===== config.mk =====
export PLATFORM = sky130hd
export DESIGN_NAME = seg_page_sched_flat
export DESIGN_NICKNAME = d
export VERILOG_FILES = /design/src/rtl/seg_pkg.sv /design/src/rtl/seg_page_sched_if.sv /design/src/rtl/btn_debounce.sv /design/src/rtl/seg_page_sched.sv /design/src/flat_wrapper.sv
export SDC_FILE = /design/constraint.sdc
export NUM_CORES = 1
export LEC_CHECK = 0
export ABC_AREA = 0
export CORE_ASPECT_RATIO = 1.75
export CORE_UTILIZATION = 56
export CTS_BUF_LIST = sky130_fd_sc_hd__clkbuf_8 sky130_fd_sc_hd__clkbuf_16
export DETAILED_ROUTE_END_ITERATION = 8
export HOLD_SLACK_MARGIN = 0.08
export PLACE_DENSITY = 0.86
export SLEW_MARGIN = 5
export SYNTH_ARGS = -nofsm -noshare
export SYNTH_HDL_FRONTEND = slang
export SYNTH_SLANG_ARGS = --single-unit

===== constraint.sdc =====
create_clock -name clk -period 3.8 [get_ports clk]
set_input_delay 0.57 -clock clk [delete_from_list [all_inputs] [get_ports clk]]
set_output_delay 0.57 -clock clk [all_outputs]
set_load 0.005 [all_outputs]

===== src/rtl/seg_pkg.sv =====
// Shared types and constants for the seven-segment page scheduler.
package seg_pkg;

  localparam int N_SRC  = 4;
  localparam int DATA_W = 16;
  localparam int PAGE_W = 2;

  typedef logic [1:0] state_t;
  localparam state_t IDLE = 2'd0;
  localparam state_t SHOW = 2'd1;
  localparam state_t ADV  = 2'd2;

  typedef struct packed {
    logic              found;
    logic [PAGE_W-1:0] idx;
  } pick_t;

  // Round-robin pick starting at cur+1 and wrapping through cur itself.
  // Scanning offsets from far to near lets the nearest valid index win.
  function automatic pick_t rr_pick(input logic [PAGE_W-1:0] cur,
                                    input logic [N_SRC-1:0]  valid);
    pick_t             r;
    logic [PAGE_W-1:0] cand;
    r = '0;
    for (int unsigned i = N_SRC; i >= 1; i--) begin
      cand = cur + PAGE_W'(i);
      if (valid[cand]) begin
        r.found = 1'b1;
        r.idx   = cand;
      end
    end
    return r;
  endfunction

endpackage


===== src/rtl/seg_page_sched_if.sv =====
// Source taps, controls and display outputs of the page scheduler.
interface seg_page_sched_if;
  import seg_pkg::*;

  logic [N_SRC*DATA_W-1:0] src_data;
  logic [N_SRC-1:0]        src_valid;
  logic                    btn_next;
  logic                    auto_en;
  logic                    freeze;
  logic [DATA_W-1:0]       disp_x;
  logic [PAGE_W-1:0]       page;
  logic                    blank;

  modport master (
    output src_data, src_valid, btn_next, auto_en, freeze,
    input  disp_x, page, blank
  );

  modport slave (
    input  src_data, src_valid, btn_next, auto_en, freeze,
    output disp_x, page, blank
  );

endinterface


===== src/rtl/btn_debounce.sv =====
// Push-button synchronizer, debounce filter and rising-edge pulse generator.
module btn_debounce #(
  parameter int DEB = 1_000_000
) (
  input  logic clk,
  input  logic rst_n,
  input  logic btn,
  output logic next_pulse
);

  localparam int CNT_W = (DEB > 2) ? $clog2(DEB) : 1;

  logic             s1;
  logic             s2;
  logic             lvl;
  logic             lvl_d;
  logic [CNT_W-1:0] cnt;

  // Level is accepted only after DEB consecutive samples differing from it.
  always_ff @(posedge clk or negedge rst_n) begin
    if (!rst_n) begin
      s1    <= 1'b0;
      s2    <= 1'b0;
      lvl   <= 1'b0;
      lvl_d <= 1'b0;
      cnt   <= '0;
    end else begin
      s1    <= btn;
      s2    <= s1;
      lvl_d <= lvl;
      if (s2 == lvl) begin
        cnt <= '0;
      end else if (cnt == CNT_W'(DEB - 1)) begin
        lvl <= s2;
        cnt <= '0;
      end else begin
        cnt <= cnt + CNT_W'(1);
      end
    end
  end

  assign next_pulse = lvl & ~lvl_d;

endmodule


===== src/rtl/seg_page_sched.sv =====
// Rotates one of four valid 16-bit sources onto the shared hex display.
module seg_page_sched
  import seg_pkg::*;
#(
  parameter int DWELL = 50_000_000,
  parameter int DEB   = 1_000_000
) (
  input  logic              clk,
  input  logic              rst_n,
  seg_page_sched_if.slave   bus
);

  localparam int DW_W = (DWELL > 2) ? $clog2(DWELL) : 1;

  logic              next_pulse;
  state_t            state;
  logic [PAGE_W-1:0] page;
  logic [DATA_W-1:0] disp_x;
  logic              blank;
  logic [DW_W-1:0]   dwell;
  logic [DATA_W-1:0] cur_data;
  logic [DATA_W-1:0] pick_data;
  logic              timer_hit;
  logic              advance;
  pick_t             pick;

  btn_debounce #(.DEB(DEB)) u_deb (
    .clk        (clk),
    .rst_n      (rst_n),
    .btn        (bus.btn_next),
    .next_pulse (next_pulse)
  );

  // Losing the current source always advances; freeze only masks timer/button.
  always_comb begin
    cur_data  = bus.src_data[page*DATA_W +: DATA_W];
    pick      = rr_pick(page, bus.src_valid);
    pick_data = bus.src_data[pick.idx*DATA_W +: DATA_W];
    timer_hit = bus.auto_en && (dwell == DW_W'(DWELL - 1));
    advance   = !bus.src_valid[page] || (!bus.freeze && (timer_hit || next_pulse));
  end

  always_ff @(posedge clk or negedge rst_n) begin
    if (!rst_n) begin
      state  <= IDLE;
      page   <= '0;
      disp_x <= '0;
      blank  <= 1'b1;
      dwell  <= '0;
    end else begin
      case (state)
        IDLE: begin
          blank  <= 1'b1;
          disp_x <= '0;
          dwell  <= '0;
          if (|bus.src_valid) state <= ADV;
        end
        SHOW: begin
          if (!bus.freeze) disp_x <= cur_data;
          if (!bus.auto_en)                 dwell <= '0;
          else if (!bus.freeze && !advance) dwell <= dwell + DW_W'(1);
          if (advance) state <= ADV;
        end
        ADV: begin
          dwell <= '0;
          if (pick.found) begin
            page   <= pick.idx;
            disp_x <= pick_data;
            blank  <= 1'b0;
            state  <= SHOW;
          end else begin
            blank  <= 1'b1;
            disp_x <= '0;
            state  <= IDLE;
          end
        end
        default: state <= IDLE;
      endcase
    end
  end

  assign bus.disp_x = disp_x;
  assign bus.page   = page;
  assign bus.blank  = blank;

endmodule

===== src/flat_wrapper.sv =====
// flat-port wrapper written by rule: the top's interface ports become plain ports
module seg_page_sched_flat import seg_pkg::*;
#(
  parameter int DWELL = 50_000_000,
  parameter int DEB   = 1_000_000
)
  (clk, rst_n, bus_src_data, bus_src_valid, bus_btn_next, bus_auto_en, bus_freeze, bus_disp_x, bus_page, bus_blank);
  seg_page_sched_if bus_i ();
  input  logic clk;
  input  logic rst_n;
  input wire logic [$bits(bus_i.src_data)-1:0] bus_src_data;
  input wire logic [$bits(bus_i.src_valid)-1:0] bus_src_valid;
  input wire logic [$bits(bus_i.btn_next)-1:0] bus_btn_next;
  input wire logic [$bits(bus_i.auto_en)-1:0] bus_auto_en;
  input wire logic [$bits(bus_i.freeze)-1:0] bus_freeze;
  output wire logic [$bits(bus_i.disp_x)-1:0] bus_disp_x;
  output wire logic [$bits(bus_i.page)-1:0] bus_page;
  output wire logic [$bits(bus_i.blank)-1:0] bus_blank;
  assign bus_i.src_data = bus_src_data;
  assign bus_i.src_valid = bus_src_valid;
  assign bus_i.btn_next = bus_btn_next;
  assign bus_i.auto_en = bus_auto_en;
  assign bus_i.freeze = bus_freeze;
  assign bus_disp_x = bus_i.disp_x;
  assign bus_page = bus_i.page;
  assign bus_blank = bus_i.blank;
  seg_page_sched #(.DWELL(DWELL), .DEB(DEB)) u_core (.clk(clk), .rst_n(rst_n), .bus(bus_i));
endmodule

Word level (Yosys, flattened, before mapping)
Cells that the tools add are included.
{"block": "op_classes", "eq_ne": 9, "n_shift": 2, "addsub": 5, "order_cmp": 4, "n_bitwise": 3, "reduce_logical": 19, "muxes": 26}
{"op": "64-bit by 7-bit indexed part select with 16-bit output", "count": 2}
{"op": "26-bit 2-to-1 mux", "count": 2}
{"op": "26-bit case mux with 2 select lines", "count": 1}
{"op": "16-bit case mux with 3 select lines", "count": 1}
{"op": "20-bit 2-to-1 mux", "count": 2}
{"op": "16-bit 2-to-1 mux", "count": 2}
{"op": "26-bit by 1-bit adder with 26-bit output (second input constant)", "count": 1}
{"op": "26-bit equality test (second input constant)", "count": 1}
{"op": "20-bit by 1-bit adder with 20-bit output (second input constant)", "count": 1}
{"op": "20-bit equality test (second input constant)", "count": 1}
{"op": "2-bit by 3-bit less-than comparator with 1-bit output (second input constant)", "count": 4}
{"op": "3-bit 2-to-1 mux", "count": 4}
{"op": "2-bit AND reduction", "count": 5}
{"op": "1-bit binary-select mux with 2-bit select", "count": 4}
{"op": "1-bit 2-to-1 mux", "count": 6}
{"op": "2-bit case mux with 3 select lines", "count": 1}
{"op": "2-bit adder (second input constant)", "count": 2}
{"op": "2-bit 2-to-1 mux", "count": 2}
{"op": "2-bit by 1-bit inequality test with 1-bit output (second input constant)", "count": 2}
{"op": "2-bit nonzero test", "count": 2}
{"op": "4-bit OR reduction", "count": 1}
{"op": "1-bit logical AND", "count": 3}
{"op": "1-bit logical NOT", "count": 3}
{"op": "3-bit by 2-bit inequality test with 1-bit output (second input constant)", "count": 1}
{"op": "other kinds (12)", "count": 14}
{"block": "totals", "elab_cells": 78, "out_inout_bits": 19, "regBits": 71}

Depth between registers and ports, before layout
Gate-level depths: netlist of run 1.
{"block": "logic_depth", "ltp_word": 10, "mapped_depth": 9}

Hierarchy
A second synthesis of run 1 with hierarchy kept.
{"block": "unflattened", "cells_unflattened": 481, "area_unflattened_um2": 4818.4}
{"module": "seg_page_sched", "cells_per_inst": 371, "n_inst": 1, "area_each_um2": 3672.3}
{"module": "btn_debounce", "cells_per_inst": 110, "n_inst": 1, "area_each_um2": 1146.1}

Least setup slack after synthesis of run 1
OpenSTA, ideal clock, no wires.
{"block": "synth_timing", "kind": "input -> register", "from": "in bus_src_valid[1]", "to": "reg u_core.disp_x[12] (netlist: u_core.bus.disp_x[12])", "required_ns": 3.673, "setup_slack_ns": 1.754, "setup_time_ns": 0.127, "arrival_ns": 1.919, "stages": 5, "path_cell_list": "o41ai_1 nor2_1 clkbuf_1 a22oi_1 a21oi_1"}
{"block": "synth_via", "elab_chain_cells": 9, "word_cells_on_any_way": 15, "classes_between": "shift: 1; mux: 14"}
{"element": "start, declared", "line": "flat_wrapper.sv:12", "source": "input wire logic [$bits(bus_i.src_valid)-1:0] bus_src_valid;"}
{"element": "1-bit binary-select mux with 2-bit select", "line": "seg_pkg.sv:27", "source": "if (valid[cand]) begin"}
{"element": "1-bit 2-to-1 mux (not written as such)", "line": "seg_pkg.sv:27"}
{"element": "3-bit 2-to-1 mux (3 in a row)", "line": "seg_pkg.sv:27"}
{"element": "3-bit 2-to-1 mux *", "line": "seg_pkg.sv:27"}
{"element": "64-bit by 7-bit indexed part select with 16-bit output", "line": "seg_page_sched.sv:38", "source": "pick_data = bus.src_data[pick.idx*DATA_W +: DATA_W];"}
{"element": "16-bit 2-to-1 mux *", "line": "seg_page_sched.sv:66", "source": "if (pick.found) begin"}
{"element": "16-bit case mux with 3 select lines *", "line": "seg_page_sched.sv:51", "source": "case (state)"}
{"element": "end signal, assigned", "line": "seg_page_sched.sv:59", "source": "if (!bus.freeze) disp_x <= cur_data;"}
{"element": "end signal, assigned", "line": "seg_page_sched.sv:68", "source": "disp_x <= pick_data;"}
{"element": "end, declared", "line": "seg_page_sched.sv:18", "source": "logic [DATA_W-1:0] disp_x;"}
Every way passes the cells marked *; elsewhere a longest branch is shown, timed or not. The select of a mux whose other input is x is not followed.
A chain may end at the register's enable or synchronous reset.

Final worst setup path of run 1
{"block": "layout_timing", "from": "reg u_core.page[0] (netlist: u_core.bus.page[0])", "to": "reg u_core.disp_x[0] (netlist: u_core.bus.disp_x[0])"}
{"block": "layout_via", "elab_chain_cells": 9, "word_cells_on_any_way": 20, "classes_between": "add/sub: 3; shift: 2; mux: 15"}
{"element": "start, declared", "line": "seg_page_sched.sv:17", "source": "logic [PAGE_W-1:0] page;"}
{"element": "start signal, assigned", "line": "seg_page_sched.sv:67", "source": "page <= pick.idx;"}
{"element": "2-bit adder or 1-bit binary-select mux with 2-bit select (tied branches)", "line": "seg_pkg.sv:26, seg_pkg.sv:27"}
{"element": "1-bit binary-select mux with 2-bit select or 1-bit 2-to-1 mux (tied branches)", "line": "seg_pkg.sv:27"}
{"element": "1-bit 2-to-1 mux (not written as such) or 3-bit 2-to-1 mux (tied branches)", "line": "seg_pkg.sv:27"}
{"element": "3-bit 2-to-1 mux (3 in a row)", "line": "seg_pkg.sv:27"}
{"element": "64-bit by 7-bit indexed part select with 16-bit output", "line": "seg_page_sched.sv:38"}
{"element": "16-bit 2-to-1 mux", "line": "seg_page_sched.sv:66"}
{"element": "16-bit case mux with 3 select lines *", "line": "seg_page_sched.sv:51"}
Marks and branches as above.

==> results.json, run 1 <==
{
  "synthesis.area_um2": 4570,
  "yosys-top-cells-area": "dfrtp_1 (38%), mux4_2 (8.4%), o21ai_0 (4.5%)",
  "dr.pass1.iters": 5,
  "comb_power_share_pct": 47.5,
  "critPathSlowestCell": "nor2_1",
  "worst_pin_slew_ns": 1.24,
  "fin_crit_ns": 2.82,
  "reg2reg_slack_ns": 0.98,
  "yosysUniqueCellTypes": 51,
  "cp.required_ns": 4.06,
  "report.final.slew_viol_count": 0,
  "grt_pass1_wl_um": 20000,
  "met3_usage_pct": 7.56,
  "p_sw_mw": 1.35,
  "ant_nets": 0,
  "synth-edff-count": 0,
  "grt.total_usage_pct": 29.7,
  "path_max_fanout": 22,
  "fin_nets": 636,
  "critical_path.max_stage_delay_ns": 0.99,
  "initial_core_util_pct": 57.8,
  "postCtsSetupRepairBufs": 0,
  "powerDensity_nw_per_um2": 610,
  "final_cells": 652,
  "fillers": 578,
  "cts_buffers": 9,
  "synth_top_area_share_pct": 38.3,
  "reg2reg_to": "u_core.bus.disp_x[0]",
  "dp_cells": 636,
  "die_h_um": 121,
  "pin_count": 92,
  "fin_util_pct": 74.1,
  "synth_area_per_cell_um2": 9.68,
  "cap_violations": 0,
  "crit_path_end_kind": "register",
  "rows": 43,
  "viasPerCell": 6.47,
  "grt_util_met1_pct": 31.7,
  "p_leak_nw": 2.34,
  "cts_sinks": 71,
  "syn_to_final_growth_pct": 28.2,
  "root_buffer": "clkbuf_16",
  "wl_per_cell_um": 18.2,
  "core_area_um2": 7910,
  "post-route-period-util_pct": 74.3,
  "clock_latency_ns": 0.35,
  "busiest_layer": "met2",
  "hold_viol_final": 0,
  "crit_start": "u_core.bus.page[0]",
  "synth_fp_nets": 551,
  "cts_max_level": 3,
  "drc": 0,
  "dpl.hpwl_um": 8600,
  "layout-drive-gt1-share_pct": 11.0,
  "port_buffers": 91,
  "ir_worst_vdd_uv": 459,
  "drt_wl_total_um": 11900,
  "antenna_cells": 0,
  "internal_power_mw": 2.23,
  "setup_viol": 0,
  "reg2reg_depth": 6,
  "cp_common_cell": "o21ai_0",
  "clkPwrFrac_pct": 23.8,
  "path_cells": "o21ai_0 -> o21ai_0 -> a211oi_1 -> nor2_1 -> a22oi_1 -> a21oi_1",
  "synth.most_common_cell": "dfrtp_1",
  "grt.overflow.total": 0,
  "skew_ns": 0.00745,
  "arrival_ns": 3.09,
  "grt_setup_unrepaired": "false",
  "holdCritPathClass": "input pin to asynchronous set/reset pin",
  "fin_tns_setup_ns": 0,
  "cts_resized": 0,
  "synthArstFlopShare_pct": 100,
  "power_mw": 3.57,
  "seq_power_share_pct": 28.6,
  "status": "completed",
  "detail_route.iter0.violations": 347,
  "path_buf_inv": 0,
  "critPathKind": "register to register",
  "swShare_pct": 37.7,
  "clk_path_buf_depth": 2,
  "place_congestion": 0.962,
  "yosys_warnings": 0,
  "synth-seq-cells": 71,
  "dieWidth_um": 70.3,
  "yosysTopAreaCell": "dfrtp_1",
  "yosys_most_used_dff": "dfrtp_1",
  "vias": 4219,
  "grt_max_degree": 46,
  "use_met2_pct": 52.3,
  "die_area_um2": 8540,
  "synthTopCellsByCount": "dfrtp_1 (70), nor2_1 (44), o21ai_0 (41)",
  "fmax_ghz": 0.354,
  "path_clk_slew_ns": 0.06,
  "r2r_start": "u_core.bus.page[0]",
  "slew_headroom_pct": 16.8,
  "grt_pass1_vias": 4405,
  "yosysSeqAreaShare_pct": 38.9,
  "start_kind": "register",
  "synthCells": 472,
  "postCtsHoldBufs": 0,
  "antenna_found_initial": 0,
  "path_delay_family": "simple AND/OR/NAND/NOR gates",
  "cts_tree": "done"
}
## registers in the layout, indices dropped and copies added, names as in the netlist
signal,flops
u_core.dwell,26
u_core.u_deb.cnt,20
u_core.bus.disp_x,16
u_core.bus.page,2
u_core.state,2
u_core.bus.blank,1
u_core.u_deb.lvl,1
u_core.u_deb.lvl_d,1
u_core.u_deb.s1,1
u_core.u_deb.s2,1
## power by group through the flow
stage	registers [mW]	logic (mW)	clock network (mW)
6_report	1.02	1.70	0.852
5_1_grt	1.04	1.86	0.884
4_1_cts	1.02	1.69	0.857
3_5_place_dp	1.03	1.68	0
3_3_place_gp	1.03	1.60	0
2_1_floorplan	0.961	1.16	0
## stage by stage
stage	instance area [um2]	hold slack, ns	setup slack, ns
after floorplan	4570	0.274	1.75
after detailed placement	5560	0.366	0.825
after CTS	5860	0.247	1.02
final	5860	0.233	0.977
after global routing	5860	0.290	0.749
after global placement	5560	0.341	0.944
## worst max-delay path by stage
stage / to / slack, ns / cells after the start
floorplan: u_core.bus.disp_x[12] / 1.75 / 5
global placement: u_core.bus.disp_x[8] / 0.94 / 7
detailed placement: u_core.bus.disp_x[0] / 0.83 / 8
CTS: u_core.bus.disp_x[0] / 1.02 / 6
global route: u_core.bus.disp_x[0] / 0.75 / 6
finish: u_core.bus.disp_x[0] / 0.98 / 6
## routing by layer
metal  part of all wire, %  vias up  wire, um
li1                      -     1938         -
met1                    37     2044      4400
met2                    54      193      6400
met3                   6.0       44       712
met4                   3.2        0       375
met5                     0        -         0
## logic make-up after synthesis
group                      count (synthesis)  synth area share (%)
adders and majority gates                  6                  1.64
DFF                                       71                  38.9
and+or+nand+nor                          167                  18.8
xor gates and xnor gates                  24                  4.60
AOI/OAI and AO/OA                        118                  16.2
buffers and inverters                     33                  3.12
muxes                                     53                  16.7
## placed cells by master (no fill, tap or decap), types with 11 or more instances in the layout
cell             instances
nand3_1                 25
clkdlybuf4s50_1         90
mux2_2                  17
nand2_1                 35
dfrtp_1                 70
xnor2_1                 13
mux2i_1                 19
o21ai_0                 41
a31oi_1                 13
nor2_1                  44
a21oi_1                 16
mux4_2                  17
xor2_1                  11
## area by class of cell
| type | count | area, um2 | area share (%) |
|---|---|---|---|
| multi-input combinational | 368 | 2660 | 45.5 |
| tap | 90 | 113 | 1.92 |
| clock buffer | 10 | 239 | 4.08 |
| sequential | 71 | 1780 | 30.3 |
| timing repair buffer | 98 | 971 | 16.6 |
| inverter | 9 | 33.8 | 0.577 |
| clock inverter | 6 | 61.3 | 1.05 |
Power figures use the tool's default switching activity.
==> run 2, diff against run 1 <==
--- a/config.mk
+++ b/config.mk
@@ -7,11 +7,11 @@
 export LEC_CHECK = 0
 export ABC_AREA = 0
 export CORE_ASPECT_RATIO = 1.75
-export CORE_UTILIZATION = 56
+export CORE_UTILIZATION = 52
 export CTS_BUF_LIST = sky130_fd_sc_hd__clkbuf_8 sky130_fd_sc_hd__clkbuf_16
 export DETAILED_ROUTE_END_ITERATION = 8
 export HOLD_SLACK_MARGIN = 0.08
-export PLACE_DENSITY = 0.86
+export PLACE_DENSITY = 0.81
 export SLEW_MARGIN = 5
 export SYNTH_ARGS = -nofsm -noshare
 export SYNTH_HDL_FRONTEND = slang
==> constraint.sdc (replaced) <==
create_clock -name clk -period 2.7 [get_ports clk]
set_input_delay 0.405 -clock clk [delete_from_list [all_inputs] [get_ports clk]]
set_output_delay 0.405 -clock clk [all_outputs]
set_load 0.005 [all_outputs]
==> run 2 against run 1 <==
Against the previous run: routed wire length shrank 2.4%; cell area grew 2.4%; sequential share of layout area shrank 0.71 points; critical path depth grew 1; sequential power grew 32%; clock skew is essentially flat; core utilization shrank 2.8 points.
==> results.json, run 2 (synthesized netlist as in run 1, its figures left out) <==
{
  "hold_viol_final": 0,
  "fin_tns_setup_ns": 0,
  "crit_path_end_kind": "register",
  "initial_core_util_pct": 54.2,
  "grt_pass1_wl_um": 19400,
  "cts_sinks": 71,
  "die_h_um": 126,
  "seq_power_share_pct": 26.2,
  "detail_route.iter0.violations": 222,
  "layout-drive-gt1-share_pct": 12.9,
  "met3_usage_pct": 5.04,
  "drc": 0,
  "skew_ns": 0.00697,
  "cts_buffers": 9,
  "post-route-period-util_pct": 88.5,
  "grt_util_met1_pct": 29.0,
  "drt_wl_total_um": 11600,
  "grt_max_degree": 40,
  "fin_crit_ns": 2.39,
  "layout_common_cells": "clkdlybuf4s50_1 (90), dfrtp_1 (70), nor2_1 (44), o21ai_0 (41), nand2_1 (35)",
  "status": "completed",
  "power_mw": 5.15,
  "largest_reg_flops": 26,
  "root_buffer": "clkbuf_16",
  "final_common_cell": "clkdlybuf4s50_1",
  "die_area_um2": 9180,
  "holdCritPathClass": "input pin to asynchronous set/reset pin",
  "wl_per_cell_um": 16.8,
  "busiest_layer": "met2",
  "postCtsHoldBufs": 0,
  "pre_cts_ws_ns": 0.0294,
  "rows": 44,
  "grt_pass1_vias": 4306,
  "worst_pin_slew_ns": 1.13,
  "fmax_ghz": 0.418,
  "grt_setup_unrepaired": "false",
  "pin_count": 92,
  "cap_violations": 0,
  "dpl.hpwl_um": 8790,
  "largest-register": "u_core.dwell",
  "ant_nets": 0,
  "port_buffers": 91,
  "report.final.slew_viol_count": 0,
  "antenna_cells": 0,
  "powerDensity_nw_per_um2": 858,
  "start_kind": "input pin",
  "critPathKind": "input pin to register",
  "internal_power_mw": 3.31,
  "ir_worst_vdd_uv": 545,
  "arrival_ns": 2.63,
  "place_congestion": 0.931,
  "grt.overflow.total": 0,
  "path_clk_slew_ns": 0.06,
  "path_max_fanout": 16,
  "postCtsSetupRepairBufs": 0,
  "grt.total_usage_pct": 27.2,
  "dieWidth_um": 72.9,
  "slew_headroom_pct": 24.2,
  "fillers": 657,
  "swShare_pct": 35.7,
  "cp.required_ns": 2.94,
  "core_area_um2": 8420,
  "cts_tree": "done",
  "vias": 4123,
  "dpl_cell_area_um2": 5690,
  "fin_nets": 649,
  "viasPerCell": 5.98,
  "cts_resized": 0,
  "p_leak_nw": 2.42,
  "fin_ws_ns": 0.309,
  "clkPwrFrac_pct": 24.1,
  "postLayoutCellArea_um2": 6000,
  "clock_latency_ns": 0.33,
  "cts_max_level": 3,
  "clk_path_buf_depth": 2,
  "p_sw_mw": 1.84,
  "comb_power_share_pct": 49.6,
  "dr.pass1.iters": 4,
  "use_met2_pct": 50.6,
  "antenna_found_initial": 0,
  "syn_to_final_growth_pct": 31.3,
  "top_regs": "u_core.dwell: 26 flops, u_core.u_deb.cnt: 20 flops, u_core.bus.disp_x: 16 flops",
  "setup_viol": 0
}
==> run 2: changes by cell type in the layout (fill, tap and decap cells not counted), sizes merged <==
cell,change
clkinvlp,-3
clkinv,+1
buf,+13
bufinv,+1
==> run 2: through the flow <==
stage | cells | hold WS, ns | utilization, %
final | 689 | 0.153 | 71.2
after global routing | 689 | 0.208 | 71.2
after CTS | 689 | 0.169 | 71.2
after detailed placement | 674 | 0.344 | 67.5
after global placement | 674 | 0.334 | 67.5
after floorplan | 472 | 0.109 | -
==> run 2: final timing paths <==
| kind | endpoint | start | slack, ns | depth (start not counted) |
|---|---|---|---|---|
| hold reg to reg | u_core.u_deb.s2 | u_core.u_deb.s1 | 0.36 | 0 |
| max in group asynchronous | u_core.u_deb.cnt[14] | rst_n | 1.87 | 2 |
| hold / removal | u_core.bus.disp_x[1] | rst_n | 0.15 | 1 |
| setup reg to reg | u_core.bus.disp_x[3] | u_core.state[0] | 0.47 | 6 |
| setup / recovery | u_core.bus.disp_x[3] | bus_src_valid[1] | 0.31 | 7 |
| min in group clk | u_core.u_deb.s2 | u_core.u_deb.s1 | 0.36 | 0 |
==> run 2: final cells by class <==
cell class	count	area [um2]	share of cell area (%)
Clock inverter	5	73.8	1.23
Inverter	9	33.8	0.563
Timing Repair Buffer	111	1070	17.8
Multi-Input combinational cell	368	2660	44.4
Clock buffer	10	239	3.98
Sequential cell	71	1780	29.6
Tap cell	115	144	2.40
==> run 2: power groups by stage <==
stage	combinational, mW	sequential [mW]	clock, mW
floorplan	1.64	1.35	0
global placement	2.48	1.36	0
detailed placement	2.55	1.36	0
CTS	2.56	1.35	1.26
global route	2.79	1.37	1.31
finish	2.56	1.35	1.24
==> run 2: routing by layer <==
metal | vias up | wire length (um)
li1 | 1961 | -
met1 | 2006 | 4320
met2 | 129 | 6430
met3 | 27 | 528
met4 | 0 | 332
met5 | - | 0
==> run 2: worst max-delay path: stages <==
cell	delay [ns]
clkdlybuf4s50_1	0.55
inv_1	0.10
a211oi_1	0.23
a211oi_1	0.09
nor2_1	0.88
a22oi_1	0.16
a21oi_1	0.20
==> run 3, diff against run 2 <==
--- a/config.mk
+++ b/config.mk
@@ -12,6 +12,7 @@
 export DETAILED_ROUTE_END_ITERATION = 8
 export HOLD_SLACK_MARGIN = 0.08
 export PLACE_DENSITY = 0.81
+export SKIP_CTS_REPAIR_TIMING = 1
 export SLEW_MARGIN = 5
 export SYNTH_ARGS = -nofsm -noshare
 export SYNTH_HDL_FRONTEND = slang
==> results of run 3 <==
Final layout, timing and power as in run 2 (identical DEF).
